[config.mk]
export PLATFORM = sky130hd
export DESIGN_NAME = mips_fetch
export DESIGN_NICKNAME = d
export VERILOG_FILES = /design/src/rtl/mips_fetch_pkg.sv /design/src/rtl/mips_next_pc.sv /design/src/rtl/mips_fetch.sv
export SDC_FILE = /design/constraint.sdc
export NUM_CORES = 1
export LEC_CHECK = 0
export BUFFER_PORTS_ARGS = -buffer_cell sky130_fd_sc_hd__buf_2
export CORE_ASPECT_RATIO = 2
export CORE_UTILIZATION = 50
export CTS_CLUSTER_SIZE = 24
export DETAILED_ROUTE_END_ITERATION = 12
export PLACE_DENSITY_LB_ADDON = 0.1
export REMOVE_ABC_BUFFERS = 1
export SLEW_MARGIN = 15
export SYNTH_ARGS = -nofsm -noshare
export SYNTH_HDL_FRONTEND = slang
export SYNTH_HIERARCHICAL = 1
export SYNTH_SLANG_ARGS = --single-unit
[constraint.sdc]
create_clock -name clock -period 4.8 [get_ports clock]
set_clock_uncertainty 0.2 [all_clocks]
set_input_delay 0.24 -clock clock [delete_from_list [all_inputs] [get_ports clock]]
set_output_delay 0.24 -clock clock [all_outputs]
set_load 0.005 [all_outputs]
[src/rtl/mips_fetch_pkg.sv]
`default_nettype none
// ============================================================================
// Module   : mips_fetch_pkg
// Purpose  : Shared encodings for the MIPS instruction-fetch stage:
//            decoder control_type codes, fetch FSM states, default reset PC.
// Revision : 1.0  initial release
// ============================================================================
package mips_fetch_pkg;

    // control_type codes produced by mips_decode
    localparam logic [1:0] CT_FALL   = 2'b00;
    localparam logic [1:0] CT_BRANCH = 2'b01;
    localparam logic [1:0] CT_JUMP   = 2'b10;
    localparam logic [1:0] CT_JR     = 2'b11;

    // Fetch FSM states
    typedef enum logic [1:0] {
        FETCH = 2'b00,
        ISSUE = 2'b01,
        HALT  = 2'b10
    } fetch_state_t;

    // Default MIPS user text segment start
    localparam logic [31:0] C_DEFAULT_RESET_PC = 32'h0040_0000;

endpackage : mips_fetch_pkg
`default_nettype wire

[src/rtl/mips_next_pc.sv]
`default_nettype none
// ============================================================================
// Module   : mips_next_pc
// Purpose  : Combinational next-PC selection for the fetch stage, plus the
//            misaligned-jr detection that halts the machine.
// Revision : 1.0  initial release
// ============================================================================
module mips_next_pc
    import mips_fetch_pkg::*;
#(
    parameter int unsigned ADDR_W = 32
) (
    input  logic [ADDR_W-1:0] i_pc,
    input  logic [25:0]       i_jump_index,
    input  logic [1:0]        i_control_type,
    input  logic [31:0]       i_branch_offset,
    input  logic [31:0]       i_jr_target,
    output logic [ADDR_W-1:0] o_next_pc,
    output logic              o_misaligned
);

    logic [ADDR_W-1:0] w_pc_plus4;

    assign w_pc_plus4 = i_pc + ADDR_W'(4);

    // A jr target must be word aligned; anything else stops the machine.
    assign o_misaligned = (i_control_type == CT_JR) && (i_jr_target[1:0] != 2'b00);

    // Select the successor address; all arithmetic wraps at the address width.
    always_comb begin
        o_next_pc = w_pc_plus4;
        unique case (i_control_type)
            CT_FALL:   o_next_pc = w_pc_plus4;
            CT_BRANCH: o_next_pc = w_pc_plus4 + ADDR_W'(i_branch_offset << 2);
            CT_JUMP:   o_next_pc = {w_pc_plus4[ADDR_W-1:28], i_jump_index, 2'b00};
            CT_JR:     o_next_pc = ADDR_W'(i_jr_target);
            default:   o_next_pc = w_pc_plus4;
        endcase
    end

endmodule : mips_next_pc
`default_nettype wire

[src/rtl/mips_fetch.sv]
`default_nettype none
// ============================================================================
// Module   : mips_fetch
// Purpose  : Instruction-fetch stage. Holds the PC, fetches one word over a
//            req/ready handshake, presents it to decode/execute, and advances
//            the PC when execute acknowledges. Exceptions and misaligned jr
//            targets park the machine in HALT until reset.
// Revision : 1.0  initial release
// ============================================================================
module mips_fetch
    import mips_fetch_pkg::*;
#(
    parameter int unsigned       ADDR_W   = 32,
    parameter logic [ADDR_W-1:0] RESET_PC = ADDR_W'(C_DEFAULT_RESET_PC)
) (
    input  logic              clock,
    input  logic              reset,
    output logic [ADDR_W-1:0] imem_addr,
    output logic              imem_req,
    input  logic              imem_ready,
    input  logic [31:0]       imem_rdata,
    output logic [31:0]       inst,
    output logic              inst_valid,
    input  logic              inst_ack,
    input  logic [1:0]        control_type,
    input  logic [31:0]       branch_offset,
    input  logic [31:0]       jr_target,
    input  logic              except,
    output logic [ADDR_W-1:0] pc,
    output logic              halted,
    output logic              misaligned
);

    fetch_state_t      r_state_q;
    fetch_state_t      w_state_d;
    logic [ADDR_W-1:0] r_pc_q;
    logic [ADDR_W-1:0] w_pc_d;
    logic [31:0]       r_inst_q;
    logic [31:0]       w_inst_d;
    logic              r_misaligned_q;
    logic              w_misaligned_d;

    logic [ADDR_W-1:0] w_next_pc;
    logic              w_jr_misaligned;

    mips_next_pc #(
        .ADDR_W (ADDR_W)
    ) u_next_pc (
        .i_pc            (r_pc_q),
        .i_jump_index    (r_inst_q[25:0]),
        .i_control_type  (control_type),
        .i_branch_offset (branch_offset),
        .i_jr_target     (jr_target),
        .o_next_pc       (w_next_pc),
        .o_misaligned    (w_jr_misaligned)
    );

    // Next-state logic: capture the fetched word, then advance PC or halt on ack.
    always_comb begin
        w_state_d      = r_state_q;
        w_pc_d         = r_pc_q;
        w_inst_d       = r_inst_q;
        w_misaligned_d = r_misaligned_q;
        unique case (r_state_q)
            FETCH: begin
                if (imem_ready) begin
                    w_inst_d  = imem_rdata;
                    w_state_d = ISSUE;
                end
            end
            ISSUE: begin
                if (inst_ack) begin
                    if (except) begin
                        w_state_d = HALT;
                    end else if (w_jr_misaligned) begin
                        w_state_d      = HALT;
                        w_misaligned_d = 1'b1;
                    end else begin
                        w_pc_d    = w_next_pc;
                        w_state_d = FETCH;
                    end
                end
            end
            HALT: begin
                w_state_d = HALT;
            end
            default: begin
                w_state_d = HALT;
            end
        endcase
    end

    // State and datapath registers; reset abandons any outstanding fetch.
    always_ff @(posedge clock) begin
        if (reset) begin
            r_state_q      <= FETCH;
            r_pc_q         <= RESET_PC;
            r_inst_q       <= 32'h0;
            r_misaligned_q <= 1'b0;
        end else begin
            r_state_q      <= w_state_d;
            r_pc_q         <= w_pc_d;
            r_inst_q       <= w_inst_d;
            r_misaligned_q <= w_misaligned_d;
        end
    end

    assign imem_req   = (r_state_q == FETCH);
    assign imem_addr  = r_pc_q;
    assign inst_valid = (r_state_q == ISSUE);
    assign halted     = (r_state_q == HALT);
    assign inst       = r_inst_q;
    assign pc         = r_pc_q;
    assign misaligned = r_misaligned_q;

endmodule : mips_fetch
`default_nettype wire

# == Word-level counts from Yosys, hierarchy flattened ==
# Index checks and enable logic that the tools add are counted.
# Widths: inputs -> output; s select.
# word_totals
regBits,67
inputBits,103
output_inout_bits,100
word_cells,29
# op_classes
addsub,2
eq_ne,7
n_mux,6
bitwise,2
n_reduce_logical,8
# ops
operator,count
$pmux 32 s4,1
$add 32x3->32 const B,1
$add 32x32->32,1
$mux 2,4
$reduce_and 4->1,2
$eq 2x2->1 const B,3
$eq 2x1->1 const B,2
$logic_not 2->1,2
$ne 2x1->1 const B,2
$pmux 2 s2,1
$reduce_and 2->1,2
$not 1->1,2
$reduce_bool 2->1,1
$logic_and 1x1->1,1

# == Longest topological paths before layout ==
# logic_depth
ltp_word,6
depth_mapped,18
depth_no_buf,17

# == Cells and area by module ==
# Netlist, hierarchy kept.
# by_module_without_submodules
mod,n_inst,cells_per_inst,area_per_inst_um2,seq_area_each_um2
mips_fetch,1,291,2925.3,1341.3
mips_next_pc,1,377,2902.8,0.0

# == Worst setup path after synthesis ==
# Ideal clock, no wire load.
# synth_timing
path_kind,reg2reg
start,reg r_pc_q[2] (netlist: imem_addr[2])
end,reg r_pc_q[27] (netlist: imem_addr[27])
setup_ps,120
arrival_time_ps,3534
required_ps,4480
slack_ps,946
path_stages_with_launch,19
n_path_buf,1
period_less_slack_ps,3854
path_cell_list,dfxtp_1 > ha_1 > nand3_1 > or3_1 > nor2_1 > nand3_1 > xnor2_1 > ha_1 > clkbuf_1 > a21oi_1 > o211ai_1 > a41oi_1 > a31oi_1 > nand2_1 > nand2_1 > xor2_1 > mux4_2 > nand2b_1 > mux2i_1
# synth_between
elab_chain_cells,3
# synth_rtl
element,line_no,text
start: declaration,mips_fetch.sv:36,logic [ADDR_W-1:0] r_pc_q;
start signal: assignment,mips_fetch.sv:102,r_pc_q <= w_pc_d;
$add 32x3->32 (*),mips_next_pc.sv:24,assign w_pc_plus4 = i_pc + ADDR_W'(4);
$add 32x32->32,mips_next_pc.sv:34,CT_BRANCH: o_next_pc = w_pc_plus4 + ADDR_W'(i_branch_offset << 2);
$pmux 32 s4 (*),mips_next_pc.sv:32,unique case (i_control_type)
named net w_next_pc[27],mips_fetch.sv:43,logic [ADDR_W-1:0] w_next_pc;
# Mark *: on every way through the listed nets, which the timed path passes. The rest lies on a longest branch.
# A chain may end at the register's enable or synchronous reset.

# == Worst setup path in the final report ==
# layout_timing
start,reg r_pc_q[8] (netlist: imem_addr[8])
end,reg r_pc_q[25] (netlist: imem_addr[25])
# Same word-level chain as after synthesis.

==> metrics.md <==
| Metric | Value |
|---|---|
| Final Cycle Share | `about nine tenths` |
| Commonest non-fill, non-tap cells in the layout | `buf_2 (200), nand2b_1 (69), dfxtp_1 (67)` |
| DR DRC count | `0` |
| Clock H-tree levels | `3` |
| Crit Path Category | `reg2reg` |
| CTS tree | `yes` |
| Largest net degree at the start of global routing | `52` |
| DP Worst Slack | `375.6 ps` |
| Reg2reg start | `imem_addr[8]$_SDFFE_PP0P_` |
| DRT antenna net count | `0` |
| Sequential area share after synthesis | `a little under a quarter` |
| Num Clock Sinks | `67` |
| #FFs+latches synth | `67` |
| Fin Setup TNS | `0 ps` |
| Hold Crit Start | `inst_ack` |
| Diodes inserted | `0` |
| RSZ-0062 raised after global routing | `no` |
| Ranking of synthesized cells by area | `dfxtp_1 (23%), mux2i_1 (11%), mux4_2 (9.7%), nand2b_1 (7.4%), ha_1 (7.3%)` |
| Avg Synthesized Cell Area | `8.725 um^2` |
| DIE AREA | `approximately 12000 um^2` |
| Vias/cell | `approximately 5.5` |
| Critical path endpoint category | `register` |
| PnR worst setup slack | `445.8 ps` |
| Count of input and output buffers | `200` |
| CTS clk-pin slew, worst paths | `~60 ps` |
| Worst hold path endpoint | `misaligned$_SDFFE_PP0P_` |
| Core Footprint | `about 11000 um^2` |
| Vias in the first global route | `about 5400` |
| Chip width | `78.34 um` |
| CTS Root Cell | `clkbuf_16` |
| Final wirelength | `between 15 and 20 mm` |
| Comb pwr share | `a little under a quarter` |
| Top FF cell, synth | `dfxtp_1` |
| Number of synthesized flops with an enable pin | `0` |
| First-pass GRT wire length | `between 20 and 30 mm` |
| P_sw | `between 400 and 500 uW` |
| Cell-internal power | `1152 uW` |
| Post-synth top area share | `about 23%` |
| Sequential Power Share | `between 30% and 40%` |
| Ys Warns | `6` |
| Worst stage delay on the critical path | `between 400 and 500 ps` |
| Post-synth ARST share | `0%` |
| Die Ht | `154.7 um` |
| Worst IR Drop VDD | `~220 uV` |
| Hold-critical path depth | `3` |
| Clock power frac | `between 30% and 40%` |
| Slew margin rel. | `between 40% and 50%` |
| Path depth of the worst reg2reg path | `16` |
| Clock Tree Buf Depth | `2` |
| Worst Hold Class | `in2reg` |
| Most common cell after layout, fill and taps aside | `buf_2` |
| Synth Cell Area | `roughly 6000 um^2` |
| Initial drt markers | `223` |
| PD cells | `about 220 nW/um^2` |
| Initial core utilization | `51.33%` |
| Critical-path cell list | `and3_1 -> nand3_1 -> or3_1 -> nor2_2 -> nand3_1 -> xnor2_1 -> ha_1 -> a21oi_1 -> o21ai_0 -> a21oi_1 -> nand2_1 -> a31oi_1 -> mux2_2 -> a21boi_0 -> nand2b_1 -> mux2i_1` |
| Cell count after placement | `roughly 960` |
| CTS Buf Count | `9` |
| P_leak | `approximately 0.0034 uW` |
| Cells after synthesis | `about 670` |
| IO Count | `between 200 and 250` |
| Postcts setup bufs | `0` |
| Worst path slowest cell | `or3_1` |
| # setup viols final | `0` |
| Status | `finished clean` |
| P&R area growth vs syn | `25.48%` |
| Layout cells sized above 1 | `a little under a third` |
| R2r endpoint | `imem_addr[25]$_SDFFE_PP0P_` |
| Rows | `55` |
| Initial antenna violation count | `0` |
| Largest area contributor in the netlist | `dfxtp_1` |
| Via Count | `between 5000 and 6000` |
| GP Congestion | `0.8996` |
| Wire per inst | `roughly 17 um` |
| Non-filler cells, final | `1005` |
| Final #Nets | `996` |
| Post-route minimum period | `4354 ps` |
| Total gr overflow | `0` |
| Drt pass-1 iters | `4` |
| Worst-path maximum fanout | `7` |
| Max Slew Vio Count | `0` |
| Clock latency on the worst-skew pair | `roughly 330 ps` |
| Reg2Reg Setup Slack | `~450 ps` |
| Post-DP HPWL | `12.78 mm` |
| Total GRT Usage | `around 28%` |
| Setup crit start kind | `register` |
| Distinct cells, synth | `52` |
| Max Cap Viol | `0` |
| Final hold vios | `0` |
| Fmax | `between 0.2 and 0.25 GHz` |
| Slew @ Worst Pin | `864.2 ps` |
| CP arrival | `approximately 4400 ps` |
| Critical Path RT | `4860 ps` |
| Net Sw Frac | `28.22%` |
==> logic make-up after synthesis <==
kind of cell               after synthesis  synth area share (%)
buffers and inverters                   82                 7.836
adders and majority gates               35                 7.643
AOI/OAI and AO/OA                      108                 11.89
muxes                                   92                 21.21
DFF                                     67                 23.01
xor gates and xnor gates                52                 7.815
and+or+nand+nor                        232                 20.59
==> power groups by stage <==
stage | sequential (uW) | combinational, uW | clock (uW)
2_1_floorplan | 613 | 216 | 0
3_3_place_gp | 612 | 336 | 0
3_5_place_dp | 613 | 344 | 0
4_1_cts | 601 | 365 | 655
5_1_grt | 604 | 397 | 676
6_report | 601 | 364 | 640
==> critical path, delay by kind of cell (launching register included) <==
kind                       cells  cell delay [ps]
DFF                            1              420
and+or+nand+nor                7             1410
xor gates and xnor gates       1              210
muxes                          2              510
adders and majority gates      1              350
AOI/OAI and AO/OA              5             1170
==> cells in the mapped netlist, types with 2 or more instances <==
cell / n
a21o_1: 8
buf_6: 3
dfxtp_1: 67
ha_1: 34
nand2b_1: 69
a21oi_1: 35
buf_2: 5
and2_1: 4
and3_1: 9
a21boi_0: 2
a211oi_1: 3
clkbuf_1: 20
inv_1: 17
nand3_1: 22
mux2i_1: 65
mux2_2: 2
inv_2: 2
mux4_2: 25
nor2b_1: 3
o21a_1: 7
nand4_1: 8
nor2_1: 66
a41oi_1: 2
nand2_1: 34
o21ai_0: 17
nor3_1: 6
o22ai_1: 3
a31oi_1: 9
xor2_1: 14
and4_1: 5
buf_1: 3
xnor2_1: 38
o2bb2ai_1: 2
o211ai_1: 10
buf_4: 32
==> how the worst max path moves through the flow <==
stage,from,end,slack (ps),cells after the start
after detailed placement,imem_addr[8]$_SDFFE_PP0P_,imem_addr[29]$_SDFFE_PP0P_,380,17
after global placement,imem_addr[8]$_SDFFE_PP0P_,imem_addr[21]$_SDFFE_PP0P_,490,16
final,imem_addr[8]$_SDFFE_PP0P_,imem_addr[25]$_SDFFE_PP0P_,450,16
after CTS,imem_addr[8]$_SDFFE_PP0P_,imem_addr[29]$_SDFFE_PP0P_,350,17
after floorplan,r_state_q[0]$_SDFFE_PP0P_,inst[0]$_SDFFE_PP0P_,320,3
after global routing,imem_addr[8]$_SDFFE_PP0P_,imem_addr[31]$_SDFFE_PP0P_,50,18
==> registers in the layout (all words and copies together) (netlist names) <==
signal and cells:
imem_addr 32, inst 32, r_state_q 2, misaligned 1
==> routing by layer <==
| layer | GRT usage (%) | part of all wire [%] | vias to the layer above |
|---|---|---|---|
| met3 | 3.717 | 3.7 | 23 |
| li1 | - | - | 2721 |
| met2 | 54.89 | 57 | 159 |
| met1 | 27.96 | 36 | 2634 |
| met5 | 0 | 0 | - |
| met4 | 11.11 | 2.6 | 0 |
==> through the flow <==
step / total power, uW / hold WS [ps] / utilization [%] / area (um^2)
detailed placement: 956.7 / 263.4 / 59.02 / 6701
CTS: 1621 / 11.86 / 64.39 / 7311
floorplan: 828.3 / 109.1 / - / 5443
global placement: 948.1 / 254.2 / 59.02 / 6701
finish: 1605 / 18.71 / 64.41 / 7313
global route: 1677 / 59.71 / 64.41 / 7313
==> repair_timing <==
item                                   CTS  global route
setup endpoints to repair                0             3
endpoints found under the hold margin   32             0
resized for setup                        0             1
hold buffers                            32             0
==> layout make-up <==
| cell class | instances | area [um^2] |
|---|---|---|
| well taps | 142 | 177.7 |
| fillers | 1026 | 4041 |
| clock buffers | 11 | 252.7 |
| clock inverters | 5 | 36.28 |
| inverters | 19 | 71.32 |
| multi-input cells | 519 | 4038 |
| repair buffers | 242 | 1396 |
| flip-flops and latches | 67 | 1341 |
Power figures use the tool's default switching activity.
